$ cat config.mk
export PLATFORM = sky130hd
export DESIGN_NAME = tap_load_arbiter_flat
export DESIGN_NICKNAME = d
export VERILOG_FILES = /design/src/rtl/tap_load_arbiter_if.sv /design/src/rtl/tap_load_arbiter.sv /design/src/flat_wrapper.sv
export SDC_FILE = /design/constraint.sdc
export NUM_CORES = 1
export LEC_CHECK = 0
export CAP_MARGIN = 20
export CORE_ASPECT_RATIO = 1.25
export CORE_MARGIN = 2
export CORE_UTILIZATION = 45
export DETAILED_ROUTE_END_ITERATION = 12
export GPL_ROUTABILITY_DRIVEN = 1
export PLACE_DENSITY = 0.69
export SLEW_MARGIN = 10
export SYNTH_ARGS = -nofsm -noshare
export SYNTH_HDL_FRONTEND = slang
export SYNTH_SLANG_ARGS = --single-unit
$ cat constraint.sdc
create_clock -name clk -period 2.53 [get_ports clk]
set_input_delay 0.3795 -clock clk [delete_from_list [all_inputs] [get_ports clk]]
set_output_delay 0.3795 -clock clk [all_outputs]
set_load 0.005 [all_outputs]
$ cat src/rtl/tap_load_arbiter_if.sv
// Loader-side bundle: HPS ioctl download channel plus the shared RAM write port.
// The environment drives ioctl/cpu_busy (master); the arbiter answers with wait and RAM writes (slave).
interface tap_load_arbiter_if;
  logic        ioctl_download;
  logic [7:0]  ioctl_index;
  logic        ioctl_wr;
  logic [7:0]  ioctl_data;
  logic        ioctl_wait;
  logic        cpu_busy;
  logic [15:0] ram_addr;
  logic [7:0]  ram_data;
  logic        ram_we;

  modport master (
    output ioctl_download, ioctl_index, ioctl_wr, ioctl_data, cpu_busy,
    input  ioctl_wait, ram_addr, ram_data, ram_we
  );

  modport slave (
    input  ioctl_download, ioctl_index, ioctl_wr, ioctl_data, cpu_busy,
    output ioctl_wait, ram_addr, ram_data, ram_we
  );
endinterface

$ cat src/rtl/tap_load_arbiter.sv
// Parses a KC87 TAP download and writes its payload into RAM, yielding every cycle to the CPU.
// state  | meaning
// IDLE   | waiting for a TAP download to start
// HDR    | skipping the 16-byte tape header
// BNUM   | consuming the block number byte
// FHDR   | first block: capturing load/end/exec addresses
// DATA   | payload bytes, written while ram_addr <= end
// WRITE  | byte latched, waiting for a CPU-free RAM cycle
// FINISH | one cycle: report done or error, then IDLE
module tap_load_arbiter #(
  parameter int         HDR_LEN   = 16,
  parameter int         BLK_LEN   = 129,
  parameter logic [7:0] TAP_INDEX = 8'd1
) (
  input  logic               clk,
  input  logic               reset_n,
  tap_load_arbiter_if.slave  bus,
  output logic               load_active,
  output logic               load_done,
  output logic               load_err,
  output logic [15:0]        exec_addr
);

  typedef enum logic [2:0] {
    S_IDLE, S_HDR, S_BNUM, S_FHDR, S_DATA, S_WRITE, S_FINISH
  } state_t;

  localparam logic [7:0] HDR_LAST  = 8'(HDR_LEN - 1);
  localparam logic [7:0] DATA_LAST = 8'(BLK_LEN - 2);

  state_t      state, state_nx;
  logic        dl_q, first_blk, reached_end, fall_pend, wait_q;
  logic [7:0]  cnt, pos, data_q;
  logic [15:0] load_a, end_a, exec_tmp, addr_q;
  logic        dl_fall, start, addr_ok, wr_go;

  assign dl_fall = dl_q & ~bus.ioctl_download;
  assign start   = bus.ioctl_download & ~dl_q & (bus.ioctl_index == TAP_INDEX);
  // cnt counts down, so the position within the data block is its complement
  assign pos     = DATA_LAST - cnt;
  assign addr_ok = (addr_q <= end_a);
  assign wr_go   = (state == S_WRITE) & ~bus.cpu_busy;

  assign bus.ram_we     = wr_go;
  assign bus.ram_addr   = addr_q;
  assign bus.ram_data   = data_q;
  assign bus.ioctl_wait = wait_q;
  assign load_active    = (state != S_IDLE);
  assign load_done      = (state == S_FINISH) & reached_end & ~load_err;

  always_ff @(posedge clk or negedge reset_n) begin
    if (!reset_n) state <= S_IDLE;
    else          state <= state_nx;
  end

  always_comb begin
    state_nx = state;
    case (state)
      S_HDR:
        if (dl_fall) state_nx = S_FINISH;
        else if (bus.ioctl_wr && cnt == 8'd0) state_nx = S_BNUM;
      S_BNUM:
        if (dl_fall) state_nx = S_FINISH;
        else if (bus.ioctl_wr) state_nx = first_blk ? S_FHDR : S_DATA;
      S_FHDR:
        if (dl_fall) state_nx = S_FINISH;
        else if (bus.ioctl_wr && cnt == 8'd0)
          state_nx = (end_a < load_a) ? S_FINISH : S_BNUM;
      S_DATA:
        if (dl_fall) state_nx = S_FINISH;
        else if (bus.ioctl_wr) begin
          if (addr_ok)            state_nx = S_WRITE;
          else if (cnt == 8'd0)   state_nx = S_BNUM;
        end
      S_WRITE:
        if (!bus.cpu_busy) begin
          if (dl_fall || fall_pend) state_nx = S_FINISH;
          else                      state_nx = (cnt == 8'd0) ? S_BNUM : S_DATA;
        end
      S_FINISH: state_nx = S_IDLE;
      default:  state_nx = state;
    endcase
    if (start) state_nx = S_HDR;
  end

  always_ff @(posedge clk or negedge reset_n) begin
    if (!reset_n) begin
      dl_q        <= 1'b0;
      wait_q      <= 1'b0;
      cnt         <= 8'd0;
      first_blk   <= 1'b0;
      reached_end <= 1'b0;
      fall_pend   <= 1'b0;
      load_a      <= 16'd0;
      end_a       <= 16'd0;
      exec_tmp    <= 16'd0;
      addr_q      <= 16'd0;
      data_q      <= 8'd0;
      load_err    <= 1'b0;
      exec_addr   <= 16'd0;
    end else begin
      dl_q   <= bus.ioctl_download;
      wait_q <= (state_nx == S_WRITE);
      if (start) begin
        cnt         <= HDR_LAST;
        first_blk   <= 1'b1;
        reached_end <= 1'b0;
        fall_pend   <= 1'b0;
        addr_q      <= 16'd0;
        load_err    <= 1'b0;
      end else begin
        case (state)
          S_HDR:
            if (bus.ioctl_wr && cnt != 8'd0) cnt <= cnt - 8'd1;
          S_BNUM:
            if (bus.ioctl_wr) cnt <= DATA_LAST;
          S_FHDR:
            if (bus.ioctl_wr) begin
              case (pos)
                8'd17: load_a[7:0]    <= bus.ioctl_data;
                8'd18: load_a[15:8]   <= bus.ioctl_data;
                8'd19: end_a[7:0]     <= bus.ioctl_data;
                8'd20: end_a[15:8]    <= bus.ioctl_data;
                8'd21: exec_tmp[7:0]  <= bus.ioctl_data;
                8'd22: exec_tmp[15:8] <= bus.ioctl_data;
                default: ;
              endcase
              if (cnt == 8'd0) begin
                first_blk <= 1'b0;
                if (end_a < load_a) load_err <= 1'b1;
                else begin
                  addr_q    <= load_a;
                  exec_addr <= exec_tmp;
                end
              end else cnt <= cnt - 8'd1;
            end
          S_DATA:
            if (bus.ioctl_wr) begin
              if (addr_ok)           data_q <= bus.ioctl_data;
              else if (cnt != 8'd0)  cnt <= cnt - 8'd1;
            end
          S_WRITE: begin
            // a download end seen while stalled must survive until the write lands
            if (dl_fall) fall_pend <= 1'b1;
            if (!bus.cpu_busy) begin
              addr_q <= addr_q + 16'd1;
              if (addr_q == end_a) reached_end <= 1'b1;
              if (cnt != 8'd0) cnt <= cnt - 8'd1;
            end
          end
          S_FINISH: begin
            fall_pend <= 1'b0;
            if (!(reached_end && !load_err)) load_err <= 1'b1;
          end
          default: ;
        endcase
      end
    end
  end

endmodule

$ cat src/flat_wrapper.sv
// flat-port wrapper written by rule: the top's interface ports become plain ports
module tap_load_arbiter_flat 
#(
  parameter int         HDR_LEN   = 16,
  parameter int         BLK_LEN   = 129,
  parameter logic [7:0] TAP_INDEX = 8'd1
)
  (clk, reset_n, load_active, load_done, load_err, exec_addr, bus_ioctl_download, bus_ioctl_index, bus_ioctl_wr, bus_ioctl_data, bus_cpu_busy, bus_ioctl_wait, bus_ram_addr, bus_ram_data, bus_ram_we);
  tap_load_arbiter_if bus_i ();
  input  logic clk;
  input  logic reset_n;
  output logic load_active;
  output logic load_done;
  output logic load_err;
  output logic [15:0] exec_addr;
  input wire logic [$bits(bus_i.ioctl_download)-1:0] bus_ioctl_download;
  input wire logic [$bits(bus_i.ioctl_index)-1:0] bus_ioctl_index;
  input wire logic [$bits(bus_i.ioctl_wr)-1:0] bus_ioctl_wr;
  input wire logic [$bits(bus_i.ioctl_data)-1:0] bus_ioctl_data;
  input wire logic [$bits(bus_i.cpu_busy)-1:0] bus_cpu_busy;
  output wire logic [$bits(bus_i.ioctl_wait)-1:0] bus_ioctl_wait;
  output wire logic [$bits(bus_i.ram_addr)-1:0] bus_ram_addr;
  output wire logic [$bits(bus_i.ram_data)-1:0] bus_ram_data;
  output wire logic [$bits(bus_i.ram_we)-1:0] bus_ram_we;
  assign bus_i.ioctl_download = bus_ioctl_download;
  assign bus_i.ioctl_index = bus_ioctl_index;
  assign bus_i.ioctl_wr = bus_ioctl_wr;
  assign bus_i.ioctl_data = bus_ioctl_data;
  assign bus_i.cpu_busy = bus_cpu_busy;
  assign bus_ioctl_wait = bus_i.ioctl_wait;
  assign bus_ram_addr = bus_i.ram_addr;
  assign bus_ram_data = bus_i.ram_data;
  assign bus_ram_we = bus_i.ram_we;
  tap_load_arbiter #(.HDR_LEN(HDR_LEN), .BLK_LEN(BLK_LEN), .TAP_INDEX(TAP_INDEX)) u_core (.clk(clk), .reset_n(reset_n), .bus(bus_i), .load_active(load_active), .load_done(load_done), .load_err(load_err), .exec_addr(exec_addr));
endmodule
==> results.sh <==
export IMPL_hold_class="in -> async"
export IMPL_ir_drop_v=0.0004344
export IMPL_setup_ws_ps=93.34
export IMPL_final_common_cell="dfrtp_1"
export IMPL_fin_nets=715
export IMPL_post_place_ws_ps=-39.13
export IMPL_drt_iter0_drc=245
export IMPL_dp_cells=812
export IMPL_slowest_delay_ps=490
export IMPL_cts_tree="built"
export IMPL_period_share_pct=96.31
export IMPL_rsz0062_at_grt="yes"
export IMPL_layout_drive_gt1_share_pct=22.78
export IMPL_die_w_um=105.0
export IMPL_yosysUniqueCellTypes=58
export IMPL_htreeDepth=3
export IMPL_final_cell_mix="105 x dfrtp_1, 64 x clkdlybuf4s50_1, 54 x mux2_2"
export IMPL_finalHoldViolCount=0
export IMPL_cts_sinks=105
export IMPL_die_h_um=130.3
export IMPL_portBuffers=65
export IMPL_area_growth_pct=26.31
export IMPL_synth_edff_count=0
export IMPL_grt_overflow=0
export IMPL_num_rows=46
export IMPL_maxCapViolations=0
export IMPL_via_per_inst=5.528
export IMPL_cp_max_fo=5
export IMPL_drc=0
export IMPL_required_ps=2810
export IMPL_worst_setup_path_type="reg -> reg"
export IMPL_arrival_ps=2720
export IMPL_grt_start_max_net_pins=56
export IMPL_cp_num_buf_inv=1
export IMPL_startpoint_type="register"
export IMPL_dieArea_um2=13680
export IMPL_antenna_cells=0
export IMPL_wirelength_um=14890
export IMPL_antenna_found_initial=0
export IMPL_clk_pin_slew_worst_paths_ps=80
export IMPL_regArea_um2=2628
export IMPL_power_mw=5.822
export IMPL_worst_pin_slew_ps=708.3
export IMPL_wl_per_cell_um=17.91
export IMPL_finalSetupViolCount=0
export IMPL_netlist_area_um2=5739
export IMPL_p_leak_nw=3.295
export IMPL_min_period_ps=2437
export IMPL_initial_core_util_pct=45.74
export IMPL_fin_cells=831
export IMPL_crit_slowest_cell="or4b_1"
export IMPL_crit_chain="inv_1, ha_1, nand4_1, a2111o_1, a31oi_4, o21ai_2, or4b_1, a21oi_1"
export IMPL_syn_area_per_cell_um2=10.45
export IMPL_slew_headroom_pct=52.78
export IMPL_grt_usage_pct=22.43
export IMPL_p_per_area_nw_per_um2=803.1
export IMPL_synth_nets=606
export IMPL_skew_ps=13.75
export IMPL_synth_seq_cells=105
export IMPL_ios=66
export IMPL_numCtsBuffers=9
export IMPL_synth_warnings=0
export IMPL_root_buffer="clkbuf_16"
export IMPL_async_reset_ff_share_pct=100.0
export IMPL_fill_cells=1128
export IMPL_grt_pass1_vias=4651
export IMPL_firstDrtPassIters=5
export IMPL_grt_pass1_wl_um=23800
export IMPL_multiInputGateArea_um2=2897
export IMPL_critical_path_top_delay_family="compound AO/OA/AOI/OAI gates"
export IMPL_syn_inst=549
export IMPL_gp_congestion=0.9020
export IMPL_report_final_slew_viol_count=0
export IMPL_routed_via_count=4594
export IMPL_timing_fmax_mhz=410.4
export IMPL_drt_antenna_violating_nets=0
export IMPL_hold_buffers=0
export IMPL_core_area_um2=12550
export IMPL_endpoint_kind="register"
export IMPL_status="completed"
export IMPL_yosysSeqAreaShare_pct=45.78
export IMPL_place_hpwl_um=11090
export IMPL_insertion_delay_ps=350
export IMPL_synthFlopType="dfrtp_1"
export IMPL_clockBufferDepth=2
-- sequential cells by signal (all words and copies together) (netlist names) --
signal	flops
u_core.end_a	16
u_core.bus.ram_addr	16
u_core.bus.ram_data	8
u_core.load_a	16
u_core.state	3
u_core.load_err	1
u_core.reached_end	1
u_core.fall_pend	1
u_core.exec_tmp	16
u_core.cnt	8
u_core.first_blk	1
u_core.dl_q	1
u_core.exec_addr	16
u_core.bus.ioctl_wait	1
-- repair_timing --
| item | 4_1_cts | 5_1_grt |
|---|---|---|
| endpoints found under the setup margin | 4 | 18 |
| gates resized for setup | 1 | 6 |
| buffers inserted | 0 | 3 |
| pin swaps | 0 | 6 |
| cloned | 0 | 0 |
-- area by class of cell --
type	count	share of cell area (%)
multi-input cells	386	39.96
flip-flops and latches	105	36.24
repair buffers	115	14.69
clock buffers	10	3.297
well taps	168	2.900
inverters	41	2.123
clock inverters	6	0.7939
-- logic make-up after synthesis --
| family | Yosys count | share of synthesized area, % |
|---|---|---|
| mux | 66 | 13.56 |
| buf+inv | 58 | 4.338 |
| compound gates | 127 | 13.54 |
| simple gates | 157 | 14.93 |
| fa+ha+maj | 36 | 7.848 |
| flops | 105 | 45.78 |
-- worst register-to-register path, cell delays in order (launching register included) --
cell and delay, ps:
dfrtp_1 370, inv_1 80, ha_1 290, nand4_1 180, a2111o_1 470, a31oi_4 210
o21ai_2 120, or4b_1 490, a21oi_1 150
-- Yosys cell counts, types with 3 or more instances --
library cell | number | area (um2)
mux2_4 | 10 | 150.1
nor2b_1 | 9 | 56.30
buf_2 | 4 | 20.02
nand2b_1 | 4 | 25.02
a21o_1 | 3 | 22.52
nand4_1 | 7 | 43.79
nor2_1 | 46 | 172.7
o211ai_1 | 3 | 22.52
nand3_1 | 8 | 40.04
a22oi_1 | 3 | 22.52
a31oi_1 | 7 | 43.79
and3_1 | 6 | 37.54
o21ai_1 | 22 | 110.1
or3_1 | 3 | 18.77
mux2_2 | 54 | 608.1
a32oi_1 | 5 | 43.79
inv_1 | 41 | 153.9
nand2_1 | 40 | 150.1
o21ai_0 | 28 | 140.1
and2_1 | 6 | 37.54
nor2_4 | 3 | 33.78
o21ba_2 | 3 | 30.03
clkbuf_1 | 9 | 33.78
a21oi_1 | 33 | 165.2
buf_6 | 3 | 33.78
nor3_1 | 7 | 35.03
dfrtp_1 | 105 | 2628
a211oi_1 | 4 | 30.03
ha_1 | 36 | 450.4
-- report_power, final --
part | total, mW | internal [mW] | switching, mW
Sequential | 2.16 | 1.93 | 0.229
Combinational | 2.27 | 1.13 | 1.13
Clock | 1.40 | 0.720 | 0.678
-- path summary, 6_finish.rpt --
| path | start | endpoint | slack [ps] | cells past startpoint |
|---|---|---|---|---|
| min in group clk | u_core.exec_tmp[12] | u_core.exec_addr[12] | 500 | 1 |
| max in group asynchronous | reset_n | u_core.load_a[4] | 1740 | 2 |
| max reg2reg | u_core.end_a[10] | u_core.cnt[7] | 90 | 8 |
| min reg2reg | u_core.exec_tmp[12] | u_core.exec_addr[12] | 500 | 1 |
| max | u_core.end_a[10] | u_core.cnt[7] | 90 | 8 |
| min | reset_n | u_core.bus.ioctl_wait | 80 | 1 |
-- through the flow --
step	area [um2]	utilization [%]	setup TNS [ps]	hold slack [ps]
after detailed placement	6893	54.94	-66.73	484.1
after global routing	7249	57.78	-13.91	136.9
final	7249	57.78	0	83.14
after floorplan	5739	-	0	83.91
after CTS	7196	57.35	0	95.78
after global placement	6893	54.94	0	479.2
-- per-layer routing --
metal | up-vias | track usage, % | part of all wire [%]
met5 | - | 0 | 0
met4 | 0 | 7.922 | 2.2
met3 | 16 | 3.047 | 3.0
met1 | 2299 | 26.90 | 42
li1 | 2177 | - | -
met2 | 102 | 41.41 | 52
Note: power is estimated with default switching activity, not from simulation.
